[src/rtl/coh_cache_if.sv]
// CPU-side and snooping-bus signals of one MSI cache controller.
// The controller takes the master modport; the CPU/bus side takes slave.
interface coh_cache_if #(
  parameter int ADDR_W = 11
);
  logic              cpu_req;
  logic              cpu_we;
  logic [ADDR_W-1:0] cpu_addr;
  logic              cpu_stall;
  logic              cpu_done;
  logic              read_miss;
  logic              write_miss;
  logic              invalidate;
  logic [ADDR_W-1:0] BICO;
  logic [1:0]        block_state;
  logic              grant;
  logic [ADDR_W-1:0] BOCI;
  logic              cpu_search;
  logic              cpu_datasel;
  logic              cpu_search_found;
  logic              invalidate_from_other_cpu;
  logic              wback;

  modport master (
    input  cpu_req, cpu_we, cpu_addr, grant, BOCI, cpu_search, cpu_datasel,
           invalidate_from_other_cpu,
    output cpu_stall, cpu_done, read_miss, write_miss, invalidate, BICO,
           block_state, cpu_search_found, wback
  );

  modport slave (
    output cpu_req, cpu_we, cpu_addr, grant, BOCI, cpu_search, cpu_datasel,
           invalidate_from_other_cpu,
    input  cpu_stall, cpu_done, read_miss, write_miss, invalidate, BICO,
           block_state, cpu_search_found, wback
  );
endinterface

[src/rtl/coh_cache_ctrl.sv]
// Direct-mapped MSI snooping controller: tag/state array, miss/upgrade
// requests toward the bus arbiter, and snoop/invalidate responses.
//   state | meaning
//   IDLE  | no bus request outstanding; hits complete here
//   MISS  | read_miss or write_miss held until grant
//   UPG   | invalidate (S->M upgrade) held until grant
module coh_cache_ctrl #(
  parameter int ADDR_W  = 11,
  parameter int INDEX_W = 3
) (
  input  logic        clk,
  input  logic        rst,
  coh_cache_if.master bus
);
  localparam int TAG_W  = ADDR_W - INDEX_W;
  localparam int NLINES = 1 << INDEX_W;
  localparam logic [1:0] LS_I = 2'b00, LS_S = 2'b01, LS_M = 2'b10;

  typedef enum logic [1:0] {IDLE, MISS, UPG} fsm_t;

  fsm_t              state_q, state_d;
  logic [1:0]        st_q  [NLINES];
  logic [TAG_W-1:0]  tag_q [NLINES];

  logic              done_q, rm_q, wm_q, inv_q, found_q, wback_q;
  logic              done_d, rm_d, wm_d, inv_d, wback_d;
  logic [ADDR_W-1:0] bico_q, bico_d;
  logic [1:0]        bs_q, bs_d;
  logic              fill, upg;

  logic [INDEX_W-1:0] cidx, sidx, bidx;
  logic [TAG_W-1:0]   ctag, stag, btag;
  logic               hit, hit_ok, smatch, evict, snoop_wb;

  assign cidx = bus.cpu_addr[INDEX_W-1:0];
  assign ctag = bus.cpu_addr[ADDR_W-1:INDEX_W];
  assign sidx = bus.BOCI[INDEX_W-1:0];
  assign stag = bus.BOCI[ADDR_W-1:INDEX_W];
  assign bidx = bico_q[INDEX_W-1:0];
  assign btag = bico_q[ADDR_W-1:INDEX_W];

  assign hit    = (st_q[cidx] != LS_I) && (tag_q[cidx] == ctag);
  assign hit_ok = hit && (!bus.cpu_we || st_q[cidx] == LS_M);
  assign smatch = (st_q[sidx] != LS_I) && (tag_q[sidx] == stag);

  // Own fill/upgrade at the same index overrides a coincident snoop.
  assign evict    = fill && (st_q[bidx] == LS_M) && (tag_q[bidx] != btag);
  assign snoop_wb = smatch && (st_q[sidx] == LS_M)
                    && ((bus.cpu_search && bus.cpu_datasel) || bus.invalidate_from_other_cpu)
                    && !((fill || upg) && sidx == bidx);
  assign wback_d  = evict || snoop_wb;

  assign bus.cpu_stall        = (state_q != IDLE) || (bus.cpu_req && !done_q && !hit_ok);
  assign bus.cpu_done         = done_q;
  assign bus.read_miss        = rm_q;
  assign bus.write_miss       = wm_q;
  assign bus.invalidate       = inv_q;
  assign bus.BICO             = bico_q;
  assign bus.block_state      = bs_q;
  assign bus.cpu_search_found = found_q;
  assign bus.wback            = wback_q;

  always_comb begin
    state_d = state_q;
    done_d  = 1'b0;
    rm_d    = rm_q;
    wm_d    = wm_q;
    inv_d   = inv_q;
    bico_d  = bico_q;
    bs_d    = bs_q;
    fill    = 1'b0;
    upg     = 1'b0;
    case (state_q)
      IDLE: begin
        if (bus.cpu_req && !done_q) begin
          if (hit_ok) begin
            done_d = 1'b1;
          end else if (hit) begin
            state_d = UPG;
            inv_d   = 1'b1;
            bico_d  = bus.cpu_addr;
            bs_d    = LS_S;
          end else begin
            state_d = MISS;
            rm_d    = !bus.cpu_we;
            wm_d    = bus.cpu_we;
            bico_d  = bus.cpu_addr;
            bs_d    = LS_I;
          end
        end
      end
      MISS: begin
        if (bus.grant) begin
          fill    = 1'b1;
          rm_d    = 1'b0;
          wm_d    = 1'b0;
          done_d  = 1'b1;
          state_d = IDLE;
        end
      end
      UPG: begin
        if (bus.grant) begin
          upg     = 1'b1;
          inv_d   = 1'b0;
          done_d  = 1'b1;
          state_d = IDLE;
        end else if (bus.invalidate_from_other_cpu && smatch && sidx == bidx) begin
          // Lost the line while waiting: fall back to a full write miss.
          inv_d   = 1'b0;
          wm_d    = 1'b1;
          bs_d    = LS_I;
          state_d = MISS;
        end
      end
      default: state_d = IDLE;
    endcase
  end

  always_ff @(posedge clk) begin
    if (rst) begin
      state_q <= IDLE;
      done_q  <= 1'b0;
      rm_q    <= 1'b0;
      wm_q    <= 1'b0;
      inv_q   <= 1'b0;
      bico_q  <= '0;
      bs_q    <= LS_I;
      found_q <= 1'b0;
      wback_q <= 1'b0;
    end else begin
      state_q <= state_d;
      done_q  <= done_d;
      rm_q    <= rm_d;
      wm_q    <= wm_d;
      inv_q   <= inv_d;
      bico_q  <= bico_d;
      bs_q    <= bs_d;
      found_q <= bus.cpu_search && smatch;
      wback_q <= wback_d;
    end
  end

  // Later assignments win, so fill/upgrade take priority over snoops.
  always_ff @(posedge clk) begin
    if (rst) begin
      for (int i = 0; i < NLINES; i++) begin
        st_q[i]  <= LS_I;
        tag_q[i] <= '0;
      end
    end else begin
      if (bus.cpu_search && bus.cpu_datasel && smatch && st_q[sidx] == LS_M)
        st_q[sidx] <= LS_S;
      if (bus.invalidate_from_other_cpu && smatch)
        st_q[sidx] <= LS_I;
      if (fill) begin
        st_q[bidx]  <= wm_q ? LS_M : LS_S;
        tag_q[bidx] <= btag;
      end
      if (upg)
        st_q[bidx] <= LS_M;
    end
  end
endmodule

[src/flat_wrapper.sv]
// flat-port wrapper written by rule: the top's interface ports become plain ports
module coh_cache_ctrl_flat 
#(
  parameter int ADDR_W  = 11,
  parameter int INDEX_W = 3
)
  (clk, rst, bus_cpu_req, bus_cpu_we, bus_cpu_addr, bus_grant, bus_BOCI, bus_cpu_search, bus_cpu_datasel, bus_invalidate_from_other_cpu, bus_cpu_stall, bus_cpu_done, bus_read_miss, bus_write_miss, bus_invalidate, bus_BICO, bus_block_state, bus_cpu_search_found, bus_wback);
  coh_cache_if #(.ADDR_W(ADDR_W)) bus_i ();
  input  logic clk;
  input  logic rst;
  input wire logic [$bits(bus_i.cpu_req)-1:0] bus_cpu_req;
  input wire logic [$bits(bus_i.cpu_we)-1:0] bus_cpu_we;
  input wire logic [$bits(bus_i.cpu_addr)-1:0] bus_cpu_addr;
  input wire logic [$bits(bus_i.grant)-1:0] bus_grant;
  input wire logic [$bits(bus_i.BOCI)-1:0] bus_BOCI;
  input wire logic [$bits(bus_i.cpu_search)-1:0] bus_cpu_search;
  input wire logic [$bits(bus_i.cpu_datasel)-1:0] bus_cpu_datasel;
  input wire logic [$bits(bus_i.invalidate_from_other_cpu)-1:0] bus_invalidate_from_other_cpu;
  output wire logic [$bits(bus_i.cpu_stall)-1:0] bus_cpu_stall;
  output wire logic [$bits(bus_i.cpu_done)-1:0] bus_cpu_done;
  output wire logic [$bits(bus_i.read_miss)-1:0] bus_read_miss;
  output wire logic [$bits(bus_i.write_miss)-1:0] bus_write_miss;
  output wire logic [$bits(bus_i.invalidate)-1:0] bus_invalidate;
  output wire logic [$bits(bus_i.BICO)-1:0] bus_BICO;
  output wire logic [$bits(bus_i.block_state)-1:0] bus_block_state;
  output wire logic [$bits(bus_i.cpu_search_found)-1:0] bus_cpu_search_found;
  output wire logic [$bits(bus_i.wback)-1:0] bus_wback;
  assign bus_i.cpu_req = bus_cpu_req;
  assign bus_i.cpu_we = bus_cpu_we;
  assign bus_i.cpu_addr = bus_cpu_addr;
  assign bus_i.grant = bus_grant;
  assign bus_i.BOCI = bus_BOCI;
  assign bus_i.cpu_search = bus_cpu_search;
  assign bus_i.cpu_datasel = bus_cpu_datasel;
  assign bus_i.invalidate_from_other_cpu = bus_invalidate_from_other_cpu;
  assign bus_cpu_stall = bus_i.cpu_stall;
  assign bus_cpu_done = bus_i.cpu_done;
  assign bus_read_miss = bus_i.read_miss;
  assign bus_write_miss = bus_i.write_miss;
  assign bus_invalidate = bus_i.invalidate;
  assign bus_BICO = bus_i.BICO;
  assign bus_block_state = bus_i.block_state;
  assign bus_cpu_search_found = bus_i.cpu_search_found;
  assign bus_wback = bus_i.wback;
  coh_cache_ctrl #(.ADDR_W(ADDR_W), .INDEX_W(INDEX_W)) u_core (.clk(clk), .rst(rst), .bus(bus_i));
endmodule
[config.mk]
export PLATFORM = sky130hd
export DESIGN_NAME = coh_cache_ctrl_flat
export DESIGN_NICKNAME = d
export VERILOG_FILES = /design/src/rtl/coh_cache_if.sv /design/src/rtl/coh_cache_ctrl.sv /design/src/flat_wrapper.sv
export SDC_FILE = /design/constraint.sdc
export NUM_CORES = 1
export LEC_CHECK = 0
export ABC_AREA = 1
export BUFFER_PORTS_ARGS = -buffer_cell sky130_fd_sc_hd__buf_2
export CAP_MARGIN = 20
export CELL_PAD_IN_SITES_DETAIL_PLACEMENT = 2
export CELL_PAD_IN_SITES_GLOBAL_PLACEMENT = 2
export CORE_AREA = 2 2 152 140
export DETAILED_ROUTE_END_ITERATION = 10
export DIE_AREA = 0 0 154 142
export PLACE_DENSITY = 0.92
export SYNTH_ARGS = -nofsm -noshare
export SYNTH_HDL_FRONTEND = slang
export SYNTH_SLANG_ARGS = --single-unit
[constraint.sdc]
create_clock -name clk -period 2.75 [get_ports clk]
set_clock_uncertainty 0.2 [all_clocks]
set_input_delay 0.4125 -clock clk [delete_from_list [all_inputs] [get_ports clk]]
set_output_delay 0.4125 -clock clk [all_outputs]
set_load 0.01 [all_outputs]
## Word-level counts from Yosys, hierarchy flattened

Memories as Yosys holds them, arrays and structs flattened. A register that Yosys moved wholly into a read port is not among the register bits.
Index checks and enable logic that the tools add are counted.
Widths: inputs -> output; s select.

| word-level totals | value |
|---|---|
| flip-flop bits (word level) | 21 |
| memory bits (writable) | 80 |
| output and inout port bits | 20 |
| input bits | 30 |
| word-level logic and storage cells | 140 |
| memories kept | 2 |

| operators by class | value |
|---|---|
| bitwise logic cells | 3 |
| reductions and logical operators | 43 |
| equality and inequality tests | 17 |
| mux-type cells | 66 |

Memories:

| memory | words | width | rd ports | clocked after memory_dff | write ports | line | source |
|---|---|---|---|---|---|---|---|
| u_core.tag_q | 8 | 8 | 3 | 1 | 8 | coh_cache_ctrl.sv:23 | `logic [TAG_W-1:0] tag_q [NLINES];` |
| u_core.st_q | 8 | 2 | 3 | 1 | 8 | coh_cache_ctrl.sv:22 | `logic [1:0] st_q [NLINES];` |

Operators by type and width:

| cell | count |
|---|---|
| $mux 1 | 37 |
| $mux 2 | 15 |
| $mux 3 | 7 |
| $logic_and 1x1->1 | 17 |
| $eq 8x8->1 | 2 |
| $reduce_and 5->1 | 3 |
| $reduce_bool 2->1 | 5 |
| $eq 2x2->1 const B | 4 |
| $mux 8 | 1 |
| $ne 2x2->1 const B | 4 |
| $ne 8x8->1 | 1 |
| $reduce_or 8->1 | 1 |
| $reduce_and 7->1 | 1 |
| $ne 2x1->1 const B | 3 |
| $pmux 1 s2 | 3 |
| $pmux 2 s3 | 1 |
| $reduce_or 2->1 | 3 |
| $logic_or 1x1->1 | 5 |
| $logic_not 1->1 | 4 |
| $pmux 2 s2 | 1 |
| $reduce_and 4->1 | 1 |
| $eq 3x3->1 | 1 |
| $ne 3x2->1 const B | 1 |
| $pmux 1 s3 | 1 |
| other kinds (6) | 7 |

## Depth between registers and ports, before layout

An unclocked memory read counts as a cell.

| logic depth | value |
|---|---|
| depth in word-level cells | 11 |
| mapped depth | 20 |
| gate-level depth less buffers | 18 |

## Worst setup path before layout

OpenSTA, ideal clock, no wires.

| timing path | value |
|---|---|
| path kind | in2reg |
| start | in bus_BOCI[0] |
| end | mem u_core.st_q[0][0] (enable) |
| path buffers | 2 |
| setup time | 0.301 ns |
| stages | 15 |
| data arrival time | 1.942 ns |
| setup slack | 0.307 ns |
| required time | 2.249 ns |
| path through | buf_6 buf_6 o21ai_0 nand2_1 nand2_1 nand2_1 nand2_4 inv_1 nand3_1 nand2_1 nor2_4 nand2_2 o31ai_4 nand2_1 nand3_1 |

RTL lines:

| item | line | source |
|---|---|---|
| from (decl) | flat_wrapper.sv:15 | `input wire logic [$bits(bus_i.BOCI)-1:0] bus_BOCI;` |
| to (decl) | coh_cache_ctrl.sv:22 |  |

==> run metrics <==
status finished, violations left; violated checks negative setup slack; sequential fraction of the synthesis area 41.0%; vias in the first global route 9,727; Arr. time, crit path 2.68 ns; Net Switching 3130 µW; post-synthesis async set-or-reset flop share 0%; reg2reg setup slack -0.39 ns; FP Rows 50; switch share 48.0%; RSZ-0062 raised after global routing true; Layout Cells excl Fill 1,445; TritonCTS clock tree yes; Setup violations, final 48; Hold Path Cell Cnt 2; vias 9,486; final wirelength 51.1 mm; violation count after the first detailed-route iteration 1,108; clock share of power 23.8%; crit path capture type output port; CTS Buf Count 9; worst path required time 2.14 ns; chip width 154 µm; critical path fanouts, max 3; mapped cell area 6980 µm²; final hold viol count 0; share of cells above drive strength 1 30.2%; final setup TNS -13.69 ns; commonest register cell after synthesis edfxtp_1; combinational power share 44.7%; Initial Utilization 34.4%; clock latency on the worst-skew pair 0.42 ns; IO Pins 50; Max Slew Vio Count 0; # nets final 1,213; RePlAce Congestion 0.933; global-route wire length before repair 65.6 mm; I/O Buffers 48; Inst Count DP 1,378; Syn Nets 1,057; CTS Root Cell clkbuf_16; routed len/inst 35.3 µm; DRT antenna net count 0; Synth Instances 1,023; Avg Vias per Cell 6.56; worst hold path type in -> reg; Total GRT Usage 41.3%; hpwl dp 27.1 mm; relative slew slack 56.6%; P per Cell Area 687 nW/µm²; synth-to-layout area growth 36.0%; Setup WS post-layout -0.547 ns; total gr overflow 0; die height 142 µm; P_leak 0.00433 µW; initial antenna violation count 3; period utilization 120%; core area 20,300 µm²; Finished Cell Area 9500 µm²; Post-synth EDFFs 80; syn avg cell area 6.83 µm²; worst r2r path cells 16; VDD IR max 733 µV; Seq pwr share 31.5%; maximum root-to-sink buffer count 2; largest net degree at the start of global routing 33; crit start category register; Placed Instance Area 8060 µm²; Slew @ Worst Pin 0.646 ns; Synth Register Bits 103; Synth Warn # 0; DRC errors left 0; max frequency 303 MHz; Internal Power 3390 µW; clk slew on worst S/H paths 0.10 ns; count of clock tree sinks 103; DRT Pass-1 Iters 7; post-synth cell types 40; Tmin final 3.30 ns; # H-tree levels 3; Max-Cap Viols 0; CP Class reg -> out; die area 21,900 µm²
-- flip-flops by register name, indices dropped and copies added, names as in the netlist, named ones only --
name                         count
u_core.tag_q                    64
u_core.st_q                     16
u_core.bus.BICO                 11
u_core.state_q                   2
u_core.bus.block_state           1
u_core.bus.cpu_done              1
u_core.bus.cpu_search_found      1
u_core.bus.invalidate            1
u_core.bus.read_miss             1
u_core.bus.wback                 1
u_core.bus.write_miss            1
-- Yosys cell counts, drive strengths merged (2+ instances only) --
cell type	count	area share, %
xor2	10	1.3
o211ai	2	0.21
nor3	10	0.88
nor4	2	0.18
nand2	326	18
clkbuf	14	0.75
buf	31	2.9
clkinv	11	0.59
a21oi	55	3.9
o311ai	3	0.38
nand3b	6	0.64
o21ai	76	5.4
nand3	119	8.7
dfxtp	23	6.6
nor2	135	7.4
nand4	5	0.54
ha	4	0.72
inv	98	5.3
o21bai	4	0.43
o22ai	2	0.18
edfxtp	80	34
-- worst paths after layout --
path,startpoint,end
max,u_core.tag_q[5][7]$_SDFFCE_PN0P_,bus_cpu_stall
min,rst,u_core.bus.read_miss$_SDFFE_PP0P_
max reg2reg,u_core.tag_q[6][5]$_SDFFCE_PN0P_,u_core.st_q[3][1]$_SDFFCE_PN0P_
min reg2reg,u_core.bus.block_state[0]$_SDFFE_PP0P_,u_core.bus.block_state[0]$_SDFFE_PP0P_
-- cell families after synthesis --
family | after synthesis | synth area share, %
flip-flops | 103 | 41.0
adder cells (fa/ha/maj) | 4 | 0.717
XOR/XNOR | 10 | 1.25
AO/OA/AOI/OAI | 145 | 11.1
AND/OR/NAND/NOR | 606 | 36.4
other | 1 | 0.0537
buffers and inverters | 154 | 9.49
-- power by group through the flow --
stage	sequential, µW	clock, µW	combinational, µW
global route	2050	1570	2990
floorplan	2000	0	1270
finish	2050	1550	2910
global placement	2010	0	2050
detailed placement	2030	0	2230
CTS	2000	1420	2360
-- critical path: stages, from the launching register on --
cell and delay, ns:
edfxtp_1 0.51, nand2_2 0.12, o21ai_2 0.06, nand2_1 0.13, nand3_2 0.13, nand3b_1 0.21
nand2_1 0.15, nor2_1 0.24, nand2_1 0.15, nor2_2 0.17, nand3_2 0.11, nand2_2 0.09
nand2_2 0.06, buf_6 0.14
-- area by class of cell --
type,instances,area [µm²]
clock inverter,7,88.8
clock buffer,9,225
antenna,1,2.50
tap,260,325
timing repair buffer,190,1470
multi-input combinational,766,4100
inverter,109,419
fill,2284,10800
sequential,103,2860
-- per-stage QoR --
step           total power [µW]  hold slack (ns)  worst slack (ns)  util (%)
2_1_floorplan              3270            0.282             0.307         -
3_3_place_gp               4060            0.260            -0.240      39.6
3_5_place_dp               4260            0.289            -0.411      39.6
4_1_cts                    5790           0.0719           -0.0743      43.7
5_1_grt                    6620           0.0786            -0.555      46.7
6_report                   6520           0.0737            -0.547      46.7
-- cells in the final DEF, fill, tap and decap left out, drive strengths merged, types with 3 or more instances in the layout --
master	Yosys	layout
nand2	326	326
buf	31	190
nor2	135	135
nand3	119	119
inv	98	102
edfxtp	80	80
o21ai	76	76
a21oi	55	55
dfxtp	23	23
clkinv	11	12
xor2	10	10
nor3	10	10
clkbuf	14	9
nand3b	6	6
nand4	5	5
o21bai	4	4
ha	4	4
o311ai	3	3
-- routing by layer --
| metal | vias up | share of wire [%] | track usage, % |
|---|---|---|---|
| li1 | 3647 | - | - |
| met5 | - | 0.025 | 0 |
| met4 | 2 | 9.1 | 25.4 |
| met2 | 862 | 44 | 67.9 |
| met3 | 316 | 11 | 10.9 |
| met1 | 4659 | 35 | 48.4 |
-- timing repair --
action | CTS | global route
hold buffers | 0 | 0
resized for setup | 89 | 105
buffers inserted | 26 | 27
gates cloned | 0 | 0
endpoints found under the hold margin | 0 | 0
pin swaps | 21 | 43
endpoints found under the setup margin | 25 | 96
No activity file was read; power rests on OpenSTA's default activity.
